==> src/rtl/video_pkg.sv <==
`default_nettype none
// ============================================================================
// video_pkg : shared types and constants for the video capture path
// Rev 1.0
// ============================================================================
package video_pkg;

    typedef enum logic [1:0] {
        ST_IDLE    = 2'd0,
        ST_ARM     = 2'd1,
        ST_CAPTURE = 2'd2
    } state_t;

    localparam int c_COORD_W = 14;
    localparam logic [c_COORD_W-1:0] c_COORD_MAX = '1;

    // Frame-buffer word: pixel in the upper three bytes, pad byte at the bottom
    localparam int c_WORD_W       = 32;
    localparam int c_WORD_PIX_MSB = 31;
    localparam int c_WORD_PIX_LSB = 8;
    localparam int c_WORD_PAD_MSB = 7;
    localparam int c_WORD_PAD_LSB = 0;

    function automatic logic [c_COORD_W-1:0] sat_inc(input logic [c_COORD_W-1:0] v);
        return (v == c_COORD_MAX) ? v : v + c_COORD_W'(1);
    endfunction

endpackage
`default_nettype wire

==> src/rtl/video_edge_det.sv <==
`default_nettype none
// ============================================================================
// video_edge_det : registers a 1-bit signal and flags its rise/fall
// Rev 1.0
// ============================================================================
module video_edge_det (
    input  logic clk,
    input  logic rst_n,
    input  logic i_d,
    output logic o_q,
    output logic o_rise,
    output logic o_fall
);

    logic r_q;

    always_ff @(posedge clk or negedge rst_n) begin
        if (!rst_n) begin
            r_q <= 1'b0;
        end else begin
            r_q <= i_d;
        end
    end

    assign o_q    = r_q;
    assign o_rise = i_d & ~r_q;
    assign o_fall = ~i_d & r_q;

endmodule
`default_nettype wire

==> src/rtl/video_capture.sv <==
`default_nettype none
// ============================================================================
// video_capture : DE/VS RGB888 stream to frame-buffer write FIFO, with
//                 per-frame size measurement and status.   Rev 1.0
// ============================================================================
module video_capture
    import video_pkg::*;
#(
    parameter int unsigned VIDEO_H_VISIBLE = 1920,
    parameter int unsigned VIDEO_V_VISIBLE = 1080,
    parameter bit          VIDEO_VSYNC_POL = 1'b1,
    parameter logic [7:0]  PAD_BYTE        = 8'h00
) (
    input  logic                pixel_clock,
    input  logic                reset_n,
    input  logic                capture_en,
    input  logic                video_vsync,
    input  logic                video_den,
    input  logic [23:0]         video_pixel,
    output logic                wr_load,
    output logic                wr_clk,
    output logic                wfifo_wren,
    output logic [c_WORD_W-1:0] wfifo_din,
    input  logic                wfifo_full,
    output logic                frame_done,
    output logic                frame_ok,
    output logic [13:0]         meas_h,
    output logic [13:0]         meas_v,
    output logic                overflow,
    output logic [15:0]         frame_cnt
);

    localparam logic [c_COORD_W-1:0] c_H_VIS = c_COORD_W'(VIDEO_H_VISIBLE);
    localparam logic [c_COORD_W-1:0] c_V_VIS = c_COORD_W'(VIDEO_V_VISIBLE);

    logic                r_vs1;
    logic                r_den1;
    logic [23:0]         r_pixel1;
    logic                w_vs_q;
    logic                w_vs_start;
    logic                w_vs_fall_unused;
    logic                w_den_q_unused;
    logic                w_den_rise_unused;
    logic                w_den_fall;

    state_t              r_state;
    state_t              w_state_nxt;
    logic                w_frame_close;
    logic                w_arm_entry;
    logic                w_active;

    logic [c_COORD_W-1:0] r_x_cnt;
    logic [c_COORD_W-1:0] r_y_cnt;
    logic                 r_line_err;
    logic                 r_overflow;
    logic [c_COORD_W-1:0] r_meas_h;
    logic [c_COORD_W-1:0] r_meas_v;
    logic                 r_frame_ok;
    logic                 r_frame_done;
    logic [15:0]          r_frame_cnt;
    logic                 r_wren;
    logic [c_WORD_W-1:0]  r_din;
    logic [c_WORD_W-1:0]  w_word;

    // Stage 1: vsync is normalised to active-high before registering
    always_ff @(posedge pixel_clock or negedge reset_n) begin
        if (!reset_n) begin
            r_vs1    <= 1'b0;
            r_den1   <= 1'b0;
            r_pixel1 <= '0;
        end else begin
            r_vs1    <= VIDEO_VSYNC_POL ? video_vsync : ~video_vsync;
            r_den1   <= video_den;
            r_pixel1 <= video_pixel;
        end
    end

    video_edge_det u_vs_edge (
        .clk    (pixel_clock),
        .rst_n  (reset_n),
        .i_d    (r_vs1),
        .o_q    (w_vs_q),
        .o_rise (w_vs_start),
        .o_fall (w_vs_fall_unused)
    );

    video_edge_det u_den_edge (
        .clk    (pixel_clock),
        .rst_n  (reset_n),
        .i_d    (r_den1),
        .o_q    (w_den_q_unused),
        .o_rise (w_den_rise_unused),
        .o_fall (w_den_fall)
    );

    always_ff @(posedge pixel_clock or negedge reset_n) begin
        if (!reset_n) begin
            r_state <= ST_IDLE;
        end else begin
            r_state <= w_state_nxt;
        end
    end

    always_comb begin
        w_state_nxt   = r_state;
        w_frame_close = 1'b0;
        w_arm_entry   = 1'b0;
        case (r_state)
            ST_IDLE: begin
                if (w_vs_start && capture_en) begin
                    w_state_nxt = ST_ARM;
                    w_arm_entry = 1'b1;
                end
            end
            ST_ARM: begin
                if (w_vs_start) begin
                    w_state_nxt = capture_en ? ST_ARM : ST_IDLE;
                    w_arm_entry = capture_en;
                end else if (r_den1) begin
                    w_state_nxt = ST_CAPTURE;
                end
            end
            ST_CAPTURE: begin
                if (w_vs_start) begin
                    w_frame_close = 1'b1;
                    w_state_nxt   = capture_en ? ST_ARM : ST_IDLE;
                    w_arm_entry   = capture_en;
                end
            end
            default: w_state_nxt = ST_IDLE;
        endcase
    end

    assign w_active = (r_state == ST_ARM) || (r_state == ST_CAPTURE);

    always_ff @(posedge pixel_clock or negedge reset_n) begin
        if (!reset_n) begin
            r_x_cnt      <= '0;
            r_y_cnt      <= '0;
            r_line_err   <= 1'b0;
            r_overflow   <= 1'b0;
            r_meas_h     <= '0;
            r_meas_v     <= '0;
            r_frame_ok   <= 1'b0;
            r_frame_done <= 1'b0;
            r_frame_cnt  <= '0;
        end else begin
            r_frame_done <= w_frame_close;
            if (w_frame_close) begin
                r_meas_v    <= r_y_cnt;
                r_frame_ok  <= (r_y_cnt == c_V_VIS) & ~r_line_err & ~r_overflow;
                r_frame_cnt <= r_frame_cnt + 16'd1;
            end
            if (w_arm_entry) begin
                // A pixel coincident with vs_start is the new frame's first pixel
                r_x_cnt    <= (r_den1 && w_active) ? c_COORD_W'(1) : '0;
                r_y_cnt    <= '0;
                r_line_err <= 1'b0;
                r_overflow <= r_den1 & w_active & wfifo_full;
            end else if (w_active) begin
                if (r_den1) begin
                    r_x_cnt <= sat_inc(r_x_cnt);
                end
                if (w_den_fall) begin
                    r_meas_h <= r_x_cnt;
                    if (r_x_cnt != c_H_VIS) begin
                        r_line_err <= 1'b1;
                    end
                    r_y_cnt <= sat_inc(r_y_cnt);
                    r_x_cnt <= '0;
                end
                if (r_den1 && wfifo_full) begin
                    r_overflow <= 1'b1;
                end
            end
        end
    end

    always_comb begin
        w_word                               = '0;
        w_word[c_WORD_PIX_MSB:c_WORD_PIX_LSB] = r_pixel1;
        w_word[c_WORD_PAD_MSB:c_WORD_PAD_LSB] = PAD_BYTE;
    end

    // Stage 2: the full flag is sampled in the same cycle as the write decision
    always_ff @(posedge pixel_clock or negedge reset_n) begin
        if (!reset_n) begin
            r_wren <= 1'b0;
            r_din  <= '0;
        end else begin
            r_wren <= r_den1 & w_active & ~wfifo_full;
            r_din  <= w_word;
        end
    end

    assign wr_clk     = pixel_clock;
    assign wr_load    = w_vs_q;
    assign wfifo_wren = r_wren;
    assign wfifo_din  = r_din;
    assign frame_done = r_frame_done;
    assign frame_ok   = r_frame_ok;
    assign meas_h     = r_meas_h;
    assign meas_v     = r_meas_v;
    assign overflow   = r_overflow;
    assign frame_cnt  = r_frame_cnt;

endmodule
`default_nettype wire

==> config.mk <==
export PLATFORM = sky130hd
export DESIGN_NAME = video_capture
export DESIGN_NICKNAME = d
export VERILOG_FILES = /design/src/rtl/video_pkg.sv /design/src/rtl/video_edge_det.sv /design/src/rtl/video_capture.sv
export SDC_FILE = /design/constraint.sdc
export NUM_CORES = 1
export LEC_CHECK = 0
export CORE_MARGIN = 3
export CORE_UTILIZATION = 45
export DETAILED_ROUTE_END_ITERATION = 16
export PLACE_DENSITY = 0.81
export SLEW_MARGIN = 25
export SYNTH_ARGS = -nofsm -noshare
export SYNTH_HDL_FRONTEND = slang
export SYNTH_SLANG_ARGS = --single-unit
==> constraint.sdc <==
create_clock -name pixel_clock -period 2.1 [get_ports pixel_clock]
set_clock_uncertainty 0.05 [all_clocks]
set_input_delay 0.42 -clock pixel_clock [delete_from_list [all_inputs] [get_ports pixel_clock]]
set_output_delay 0.42 -clock pixel_clock [all_outputs]
set_load 0.02 [all_outputs]
# Yosys cells after proc, flatten, opt, wreduce, memory -nomap -nowiden
# Cells that the tools add are included.
# W data, S select, Z words.
# totals
register_bits,131
out_inout_bits,82
word_cells,89
latch_bits,0
in_bits,30
ram_bits,0
mem_count,0
rom_bits,0
# classes
add_sub_neg,3
bitwise,13
div_mod_pow,0
eq_ne,11
n_shift,0
mul,0
reduce_logical,17
magnitude_cmp,0
muxes,28
# ops
operator,count
$mux W14,9
$add A14 B1 Y14 const B,2
$eq A14 B14 Y1 const B,2
$add A16 B1 Y16 const B,1
$reduce_and A3 Y1,5
$eq A14 B11 Y1 const B,1
$ne A14 B11 Y1 const B,1
$mux W1,13
$mux W2,4
$reduce_bool A2 Y1,4
$and A1 B1 Y1,7
$ne A2 B2 Y1 const B,3
$not A1 Y1,6
$pmux W2 S3,1
$logic_and A1 B1 Y1,3
$ne A3 B2 Y1 const B,1
$ne A3 B3 Y1 const B,1
$reduce_bool A3 Y1,1
$eq A2 B1 Y1 const B,1
$eq A2 B2 Y1 const B,1
$logic_not A2 Y1,1
$pmux W1 S2,1
$reduce_and A2 Y1,1
$reduce_or A2 Y1,1
$logic_or A1 B1 Y1,1

# Logic depth before layout (Yosys ltp)
# depth
depth_word,7
ltp_mapped,9
ltp_nobuf,7

# Modules after synthesis
# Synthesis repeated with hierarchy kept, for this count alone.
# unflattened
hier_cells,467
hier_area_um2,5117.4
# by_module_without_submodules
mod,n_inst,area_per_inst_um2,cells_each,seq_area_each_um2
video_capture,1,5037.3,461,3228.1
video_edge_det,2,40.0,3,25.0

==> impl_metrics.sql <==
INSERT INTO impl_metrics (metric_group, metric, value, unit) VALUES
('status', 'status', 'finished, violations left', ''),
('status', 'violations_in_the_final_reports', 'setup timing', ''),
('cells_and_area', 'num-nets-final', '599', ''),
('floorplanning', 'die_h', '112.4', 'um'),
('detailed_routing', 'detailroute.via_count', '3748', ''),
('pwr', 'peakVddDrop', '652.8', 'uV'),
('detailed_routing', 'initialDrtViolationCount', '212', ''),
('cells_and_area', 'final_util', '66.91', '%'),
('pwr', 'netSwitchingPower', '2620', 'uW'),
('floorplanning', 'horiz_die_dim', '112.4', 'um'),
('floorplanning', 'ioPinCount', '112', ''),
('floorplanning', 'die_area', '12630', 'um2'),
('detailed_routing', 'remaining_drc_errors', '0', ''),
('place', 'preCtsSetupSlack', '-0.1452', 'ns'),
('synth', 'yosysMostFrequentCell', 'sky130_fd_sc_hd__dfrtp_1', ''),
('detailed_routing', 'route.detailed.vias_per_inst', '5.257', ''),
('setup_path', 'end_kind', 'flip-flop', ''),
('global_routing', 'grt_antenna_before_repair', '0', ''),
('global_routing', 'grt_pass1_wl', '18540', 'um'),
('cells_and_area', 'diodes_inserted', '0', ''),
('cells_and_area', 'area.growth.synth_to_final', '43.65', '%'),
('timing', 'period_needed', '2.155', 'ns'),
('pwr', 'power.combinational.fraction', '26.1', '%'),
('timing', 'finalCritPeriodShare', '102.6', '%'),
('cts', 'insertion_delay', '0.52', 'ns'),
('detailed_routing', 'drt-pass1-iter-count', '5', ''),
('global_routing', 'grt_util_all_layers', '18.58', '%'),
('place', 'detailedPlacementHpwl', '7428', 'um'),
('global_routing', 'globalRouteOverflowTotal', '0', ''),
('timing', 'max_freq', '0.4640', 'GHz'),
('timing', 'pnr_worst_setup_slack', '-0.05540', 'ns'),
('pwr', 'power_leakage', '0.003316', 'uW'),
('synth', 'syn-instance-count', '407', ''),
('detailed_routing', 'wl_per_cell', '16.24', 'um'),
('cts', 'cts_tree', 'built', ''),
('synth', 'mapped_cell_area', '5094', 'um2'),
('setup_path', 'worst_ep_arrival_time', '2.51', 'ns'),
('floorplanning', 'total_number_of_placement_rows', '38', ''),
('cells_and_area', 'filler_cell_count', '779', ''),
('synth', 'synth_top_cells_by_area', 'sky130_fd_sc_hd__dfrtp_1 (64%), sky130_fd_sc_hd__mux2_2 (6.0%), sky130_fd_sc_hd__xor2_1 (2.4%)', ''),
('synth', 'synth_seq_cells', '131', ''),
('synth', 'sequential_element_share_of_the_synthesized_area', '64.36', '%'),
('timing', 'slew_violations', '0', ''),
('timing', 'maxSlewHeadroom', '62.72', '%'),
('floorplanning', 'core_area', '10940', 'um2'),
('synth', 'netlist-cell-type-count', '49', ''),
('pwr', 'power-per-cell-area', '1171', 'nW/um2'),
('synth', 'synth.cells.most_frequent', 'sky130_fd_sc_hd__dfrtp_1 (131), sky130_fd_sc_hd__nand2_1 (29), sky130_fd_sc_hd__nor2_1 (29)', ''),
('synth', 'synth_simple_gate_area_share', '13.36', '%'),
('worst_hold_path', 'timing.hold.worst.class', 'in2reg', ''),
('run', 'drv.max_cap_violation_count', '0', ''),
('global_routing', 'grt_start_max_net_pins', '42', ''),
('pwr', 'p_seq_share', '36.1', '%'),
('timing', 'measured_slew_at_the_worst_slew_check_pin', '0.5591', 'ns'),
('timing', 'timing.final.setup_violations', '11', ''),
('pwr', 'p_clk_share', '37.8', '%'),
('timing', 'unrepaired_setup_endpoints_after_global_routing', 'true', ''),
('cells_and_area', 'layout-drive-gt1-share', '21.47', '%'),
('pwr', 'share_of_total_power_consumed_by_net_switching', '30.59', '%'),
('place', 'placement.io_buffers', '103', ''),
('synth', 'synth_enable_flop_cells', '0', ''),
('setup_path', 'cp_max_fo', '5', ''),
('timing', 'hold_slack', '0.2858', 'ns'),
('synth', 'yosys.area_share.adder', '2.211', '%'),
('synth', 'synth-warning-count', '0', ''),
('setup_path', 'cp-start-kind', 'flip-flop', ''),
('timing', 'timing.final.hold_violations', '0', ''),
('setup_path', 'crit_required', '2.46', 'ns'),
('detailed_routing', 'antenna_violating_nets_post_route', '0', ''),
('detailed_routing', 'routed_wirelength', '11580', 'um'),
('floorplanning', 'initial_utilization', '46.58', '%');
[state kept, by name, indices dropped and copies added, names as in the netlist]
signal,count
u_vs_edge.o_q,1
r_y_cnt,14
r_line_err,1
wfifo_din,24
r_state,2
r_pixel1,24
overflow,1
meas_h,14
frame_cnt,16
r_vs1,1
wfifo_wren,1
r_den1,1
frame_done,1
meas_v,14
frame_ok,1
u_den_edge.o_q,1
r_x_cnt,14
[layout make-up]
class,count,area (um2),area share [%]
multi-input cells,253,1778,24.30
well taps,140,175.2,2.394
repair buffers,142,1375,18.79
inverters,11,41.29,0.5643
flip-flops and latches,131,3278,44.80
clock inverters,14,140.1,1.915
clock buffers,22,529.3,7.233
[metrics by stage]
| stage | instance area [um2] | instances | total power (uW) |
|---|---|---|---|
| after global routing | 7317 | 713 | 8965 |
| after global placement | 6481 | 669 | 5077 |
| after CTS | 7189 | 706 | 8449 |
| final | 7317 | 713 | 8566 |
| after floorplan | 5129 | 414 | 4243 |
| after detailed placement | 6481 | 669 | 5152 |
[placed cells by master (no fill, tap or decap), drive strengths merged, types with 2 or more instances in the layout]
cell | synthesis | routed
a21oi | 8 | 8
clkinv | 0 | 3
nor2b | 2 | 2
nand4 | 10 | 10
dfrtp | 131 | 131
dlymetal6s2s | 0 | 2
nor2 | 29 | 29
mux2 | 27 | 27
and3b | 2 | 3
a31oi | 4 | 4
and4 | 6 | 6
and3 | 6 | 6
ha | 9 | 9
clkbuf | 5 | 22
nand3 | 21 | 21
nand2b | 4 | 4
nand2 | 29 | 29
nor3 | 10 | 10
clkinvlp | 0 | 2
xor2 | 14 | 14
clkdlybuf4s50 | 0 | 99
a211oi | 3 | 3
buf | 15 | 40
o21ai | 21 | 21
inv | 11 | 19
conb | 1 | 8
o31ai | 5 | 5
xnor2 | 13 | 13
nor4 | 3 | 3
o311ai | 2 | 2
[timing repair]
| item | CTS | global route |
|---|---|---|
| endpoints found under the setup margin | 17 | 32 |
| endpoints found under the hold margin | 37 | 0 |
| gates cloned | 0 | 2 |
| resized for setup | 8 | 20 |
| hold buffers | 1 | 0 |
| setup buffers | 1 | 5 |
| pin swaps | 1 | 8 |
[path summary, 6_finish.rpt]
kind | startpoint | endpoint | slack, ns | cells past startpoint
setup / recovery | r_x_cnt[0] | r_x_cnt[12] | -0.06 | 7
max in group asynchronous | reset_n | meas_h[0] | 1.00 | 3
setup reg to reg | r_x_cnt[0] | r_x_cnt[12] | -0.06 | 7
min in group asynchronous | reset_n | r_pixel1[23] | 0.40 | 2
hold reg to reg | r_pixel1[21] | wfifo_din[29] | 0.30 | 0
hold / removal | video_pixel[18] | r_pixel1[18] | 0.29 | 1
[worst max-delay path, cell delays in order, from the launching register on]
cell,delay (ns)
sky130_fd_sc_hd__dfrtp_1,0.38
sky130_fd_sc_hd__ha_2,0.21
sky130_fd_sc_hd__and4_4,0.21
sky130_fd_sc_hd__or4b_4,0.50
sky130_fd_sc_hd__a211oi_4,0.35
sky130_fd_sc_hd__buf_6,0.19
sky130_fd_sc_hd__o21ai_2,0.08
sky130_fd_sc_hd__o31ai_2,0.09
[metal layers]
metal | GRT usage [%] | vias up | share of wire (%)
met4 | 8.333 | 0 | 1.6
met1 | 21.98 | 1861 | 40
met5 | 0 | - | 0
li1 | - | 1711 | -
met2 | 30.15 | 156 | 51
met3 | 7.224 | 20 | 7.6
[power by group through the flow]
stage / combinational [uW] / sequential, uW / clock (uW)
6_report: 2240 / 3090 / 3230
5_1_grt: 2400 / 3140 / 3430
2_1_floorplan: 827 / 3360 / 55.6
3_3_place_gp: 1910 / 3100 / 63.9
4_1_cts: 2050 / 3090 / 3310
3_5_place_dp: 1960 / 3120 / 63.9
[logic make-up after synthesis]
| family | count (synthesis) |
|---|---|
| DFF | 131 |
| buffers and inverters | 31 |
| other | 1 |
| xor gates and xnor gates | 27 |
| and+or+nand+nor | 131 |
| AOI/OAI and AO/OA | 49 |
| adders and majority gates | 9 |
| muxes | 28 |
Power figures use the tool's default switching activity.
